$ cat src/rtl/afifo_pkg.sv
// Shared types for the async FIFO controllers and their write-side arbiter.
package afifo_pkg;

  typedef enum logic {ARB_IDLE, ARB_BURST} arb_state_t;

  // Round-robin successor of a requester index.
  function automatic int unsigned rr_next(input int unsigned idx, input int unsigned n);
    return (idx + 1 == n) ? 0 : idx + 1;
  endfunction

endpackage

$ cat src/rtl/afifo_wr_arb_rr_pick.sv
// Combinational rotating-priority picker: first set request at/after ptr, wrapping.
module rr_pick #(
  parameter  int unsigned NREQ = 4,
  localparam int unsigned IDW  = $clog2(NREQ)
) (
  input  logic [NREQ-1:0] req,
  input  logic [IDW-1:0]  ptr,
  output logic [NREQ-1:0] grant,
  output logic [IDW-1:0]  idx,
  output logic            any
);

  logic [IDW-1:0] kidx;

  always_comb begin
    grant = '0;
    idx   = '0;
    any   = 1'b0;
    kidx  = '0;
    for (int unsigned i = 0; i < NREQ; i++) begin
      kidx = IDW'((32'(ptr) + i) % NREQ);
      if (!any && req[kidx]) begin
        any         = 1'b1;
        idx         = kidx;
        grant[kidx] = 1'b1;
      end
    end
  end

endmodule

$ cat src/rtl/afifo_wr_arb.sv
// Packet-aware round-robin arbiter sharing the async FIFO write port among NREQ requesters.
module afifo_wr_arb
  import afifo_pkg::*;
#(
  parameter  int unsigned DSIZE     = 8,
  parameter  int unsigned NREQ      = 4,
  parameter  int unsigned MAX_BURST = 8,
  localparam int unsigned IDW       = $clog2(NREQ)
) (
  input  logic                    i_clk,
  input  logic                    i_rst_n,
  input  logic [NREQ-1:0]         i_req_valid,
  input  logic [NREQ-1:0]         i_req_last,
  input  logic [NREQ*DSIZE-1:0]   i_req_data,
  output logic [NREQ-1:0]         o_req_ready,
  output logic                    o_wr,
  output logic [DSIZE-1:0]        o_wdata,
  output logic [IDW-1:0]          o_wsrc,
  input  logic                    i_wfull,
  output logic [NREQ-1:0]         o_grant,
  output logic                    o_busy
);

  localparam int unsigned CW = $clog2(MAX_BURST + 1);
  localparam logic [CW-1:0] LAST_CNT = CW'(MAX_BURST - 1);

  arb_state_t      state;
  logic [NREQ-1:0] grant;
  logic [IDW-1:0]  wsrc;
  logic [IDW-1:0]  ptr;
  logic [CW-1:0]   count;

  logic [NREQ-1:0] pick_oh;
  logic [IDW-1:0]  pick_idx;
  logic            pick_any;

  logic [DSIZE-1:0] sel_data;
  logic             sel_valid;
  logic             sel_last;
  logic             accept;
  logic             burst_end;

  rr_pick #(.NREQ(NREQ)) u_pick (
    .req   (i_req_valid),
    .ptr   (ptr),
    .grant (pick_oh),
    .idx   (pick_idx),
    .any   (pick_any)
  );

  // Zero-latency beat path: the granted requester's lane is muxed straight to the FIFO.
  always_comb begin
    sel_data  = '0;
    sel_valid = 1'b0;
    sel_last  = 1'b0;
    for (int unsigned k = 0; k < NREQ; k++) begin
      if (wsrc == IDW'(k)) begin
        sel_data  = i_req_data[k*DSIZE +: DSIZE];
        sel_valid = i_req_valid[k];
        sel_last  = i_req_last[k];
      end
    end
    accept    = (state == ARB_BURST) && sel_valid && !i_wfull;
    burst_end = accept && (sel_last || (count == LAST_CNT));
  end

  assign o_wr        = accept;
  assign o_req_ready = accept ? grant : '0;
  assign o_wdata     = (state == ARB_BURST) ? sel_data : '0;
  assign o_wsrc      = wsrc;
  assign o_grant     = grant;
  assign o_busy      = (state == ARB_BURST);

  always_ff @(posedge i_clk or negedge i_rst_n) begin
    if (!i_rst_n) begin
      state <= ARB_IDLE;
      grant <= '0;
      wsrc  <= '0;
      ptr   <= '0;
      count <= '0;
    end else begin
      case (state)
        ARB_IDLE: begin
          if (pick_any) begin
            grant <= pick_oh;
            wsrc  <= pick_idx;
            count <= '0;
            state <= ARB_BURST;
          end
        end
        ARB_BURST: begin
          if (burst_end) begin
            state <= ARB_IDLE;
            grant <= '0;
            ptr   <= IDW'(rr_next(32'(wsrc), NREQ));
            count <= '0;
          end else if (accept) begin
            count <= count + 1'b1;
          end
        end
        default: state <= ARB_IDLE;
      endcase
    end
  end

  a_no_wr_when_full: assert property (@(posedge i_clk) disable iff (!i_rst_n)
    !(o_wr && i_wfull));
  a_ready_onehot0: assert property (@(posedge i_clk) disable iff (!i_rst_n)
    $onehot0(o_req_ready));
  a_count_bound: assert property (@(posedge i_clk) disable iff (!i_rst_n)
    count < CW'(MAX_BURST));

endmodule
$ cat config.mk
export PLATFORM = sky130hd
export DESIGN_NAME = afifo_wr_arb
export DESIGN_NICKNAME = d
export VERILOG_FILES = /design/src/rtl/afifo_pkg.sv /design/src/rtl/afifo_wr_arb_rr_pick.sv /design/src/rtl/afifo_wr_arb.sv
export SDC_FILE = /design/constraint.sdc
export NUM_CORES = 1
export LEC_CHECK = 0
export CAP_MARGIN = 20
export CORE_AREA = 2 2 79 81
export DETAILED_ROUTE_END_ITERATION = 16
export DIE_AREA = 0 0 81 83
export PLACE_DENSITY_LB_ADDON = 0.08
export SYNTH_ARGS = -nofsm -noshare
export SYNTH_HDL_FRONTEND = slang
export SYNTH_SLANG_ARGS = --single-unit
$ cat constraint.sdc
create_clock -name i_clk -period 2.4 [get_ports i_clk]
set_input_delay 0.48 -clock i_clk [delete_from_list [all_inputs] [get_ports i_clk]]
set_output_delay 0.48 -clock i_clk [all_outputs]
set_load 0.02 [all_outputs]
==> impl_metrics.csv, run 1 <==
group,metric,value,unit
run_status,outcome,"finished clean",
logic_synthesis,avgSynthCellArea,7.80,um^2
sta,hold_viol_final,0,
setup_path,crit_fanout,6,
global_route,antenna_found_initial,0,
logic_synthesis,syn_nets,277,
drt,vias,1842,
floorplanning,die_area,6720,um^2
sta,tightestPinTransition,0.644,ns
setup_path,r2r-end,"o_grant[2]",
clocking,cts-root-buf,"clkbuf_8",
logic_synthesis,async_reset_ff_share,100,%
logic_synthesis,ys.flop_type,"dfrtp_1",
floorplanning,boundaryPins,63,
clocking,clock_latency,0.24,ns
setup_path,ff2ff_path_depth,7,
logic_synthesis,synth.top_cell.area_share,18.9,%
min_path,worst_hold_path.endpoint,"o_grant[1]",
placed_design,dp_hpwl,4130,um
sta,rsz0062_at_grt,"true",
drt,routed_wl,5340,um
logic_synthesis,synth_edf_count,0,
power,power_density,1240,nW/um^2
drt,detail_route.iter0.violations,50,
setup_path,critPathBufInv,3,
job,drv_cap,0,
sta,clock_skew,0.00195,ns
layout,fin_util,47.3,%
placed_design,place.gp.congestion,0.820,
logic_synthesis,yosysUniqueCellTypes,44,
setup_path,path_delay_family,"simple AND/OR/NAND/NOR gates",
logic_synthesis,yosysTopAreaCell,"dfrtp_1",
layout,num_antenna_cells,0,
setup_path,cp.arrival,1.87,ns
setup_path,r2r_slack,0.19,ns
layout,synthToLayoutAreaGrowth,59.5,%
clocking,cts_buffers,3,
setup_path,cpPeakStageDelay,0.43,ns
sta,fin_crit,2.35,ns
setup_path,required,1.92,ns
power,cellLeakagePower,1.15,nW
setup_path,cpMaxStageDelayCell,"dfrtp_2",
layout,final_common_cell,"clkdlybuf4s50_1",
global_route,grt_max_degree,29,
sta,final-setup-viol-count,0,
sta,max_slew_margin,57.0,%
logic_synthesis,netlist_instances,221,
layout,fillers,596,
drt,vias_per_cell,4.82,
floorplanning,fp.dieH,83,um
sta,slew_viol_final,0,
layout,drive_gt1_share,27.4,%
clocking,cts.sinks,13,
layout,fin_nets,364,
global_route,grt-ovfl-total,0,
min_path,holdCritPathClass,"register to register",
clocking,tritoncts,"built",
floorplanning,fp.dieW,81,um
global_route,grt_use_total,16.1,%
placed_design,place_inst,374,
floorplanning,initial_core_util,29.6,%
setup_path,startpoint_type,"register",
floorplanning,coreArea,5820,um^2
global_route,grt_pass1_wl,8790,um
logic_synthesis,syn-cell-area,1720,um^2
logic_synthesis,yosys_warnings,0,
setup_path,critical_path_class,"register to output port",
drt,post_drt_wl_per_cell,14.0,um
drt,drt_first_pass_iters,4,
logic_synthesis,ys_seq_elements,13,
setup_path,cp-end-kind,"output port",
logic_synthesis,synthTopCellsByArea,"dfrtp_1 19%, ha_1 9.4%, nand2_1 7.6%, a21oi_1 6.4%, mux4_2 5.2%",
clocking,cts_hold_buf,0,
placed_design,io_buffers,62,
layout,final_cell_mix,"48 x clkdlybuf4s50_1, 43 x buf_4, 35 x nand2_1",
min_path,min-delay-start,"o_grant[1]",
drt,ant_nets,0,
layout,final_cells,382,
setup_path,critPathMostFrequentCell,"buf_4",
sta,fin_crit_sh,97.9,%
drt,drc,0,
global_route,grt_pass1_vias,1788,
setup_path,startpoint,"o_wsrc[0]",
clocking,path_clk_slew,0.06,ns
power,ir_drop,0.501,mV
floorplanning,row_count,28,
clocking,cts_buffer_depth,2,
min_path,whs_path_depth,2,
setup_path,timing.rr.start,"ptr[0]",
clocking,htreeDepth,1,
logic_synthesis,seq_area_frac_synth,18.9,%
sta,clock.fmax,426,MHz
setup_path,path_cells,"buf_4, ha_4, nor2b_1, nor4b_2, buf_4, and3_4, buf_6",
[layer usage]
metal / GRT usage (%) / part of all wire [%] / up-vias
met1: 23.2 / 50 / 839
met2: 25.9 / 45 / 40
li1: - / - / 961
met3: 2.50 / 4.7 / 2
met5: 0 / 0 / -
met4: 1.85 / 0.36 / 0
[flip-flops by register name (all words and copies together) (netlist names)]
name and cells:
count 4, o_busy 1, o_grant 4, o_wsrc 2, ptr 2
[cell usage after synthesis (5+ instances only)]
cell / count
a21oi_1: 22
nand3b_1: 9
nor2_1: 5
nand3_1: 5
dfrtp_1: 13
inv_1: 6
clkbuf_1: 9
ha_1: 13
o22ai_1: 6
nand2_1: 35
and2_1: 9
nand2b_1: 10
o21ai_0: 12
[area by class of cell]
cell class | count | area [um^2] | share of cell area (%)
multi-input combinational | 183 | 1350 | 48.9
sequential | 13 | 327 | 11.9
clock buffer | 4 | 45.0 | 1.64
timing repair buffer | 101 | 917 | 33.3
tap | 75 | 93.8 | 3.41
inverter | 6 | 22.5 | 0.819
[through the flow]
| step | hold slack, ns | setup TNS [ns] | worst slack (ns) | instance area [um^2] | total power, mW |
|---|---|---|---|---|---|
| after floorplan | 0.184 | 0 | 0.0416 | 1730 | 2.06 |
| after global placement | 0.515 | -4.38 | -0.330 | 2590 | 3.08 |
| after detailed placement | 0.521 | -4.08 | -0.310 | 2590 | 3.08 |
| after CTS | 0.534 | 0 | 0.000148 | 2620 | 3.24 |
| after global routing | 0.564 | -0.105 | -0.0219 | 2750 | 3.74 |
| final | 0.533 | 0 | 0.0504 | 2750 | 3.42 |
[repair_timing]
| item | CTS | global route |
|---|---|---|
| setup buffers | 2 | 2 |
| pin swaps | 0 | 9 |
| gates resized for setup | 64 | 35 |
| endpoints found under the setup margin | 13 | 18 |
[cells by family (layout without fill, tap and decap cells)]
kind of cell / count (synthesis) / count (layout) / share of synthesized area (%)
AND/OR/NAND/NOR: 89 / 89 / 28.6
multiplexers: 10 / 10 / 8.85
buffers and inverters: 25 / 111 / 7.69
XOR/XNOR: 2 / 2 / 1.02
flip-flops: 13 / 13 / 18.9
AO/OA/AOI/OAI: 69 / 69 / 25.5
adder cells (fa/ha/maj): 13 / 13 / 9.43
[how the worst max path moves through the flow]
stage / depth (start not counted) / slack (ns) / endpoint
after floorplan: 10 / 0.04 / o_grant[2]
after global placement: 6 / -0.33 / o_wr
after detailed placement: 6 / -0.31 / o_wr
after CTS: 7 / 0.0001 / o_wr
after global routing: 7 / -0.02 / o_req_ready[3]
final: 7 / 0.05 / o_req_ready[3]
[power by group]
part / leakage [nW] / switching (mW) / internal, mW
sequential: 0.159 / 0.0672 / 0.305
clock: 0.0228 / 0.0805 / 0.117
combinational: 0.963 / 1.42 / 1.43
total: 1.15 / 1.57 / 1.85
[worst min-delay path, delay by kind of cell (launching register included)]
kind / cells / cell delay, ns
compound gates: 1 / 0.06
flops: 1 / 0.36
simple gates: 1 / 0.07
Note: power is estimated with default switching activity, not from simulation.
==> inputs of run 2 (changes only) <==
- ABC_CLOCK_PERIOD_IN_PS: unset -> 2400
==> results of run 2 <==
No change in the layout: final DEF, timing and power equal those of run 1.
==> inputs of run 3 (changes only) <==
- SLEW_MARGIN: unset -> 40
==> results of run 3 <==
No change in the layout: final DEF, timing and power equal those of run 1.
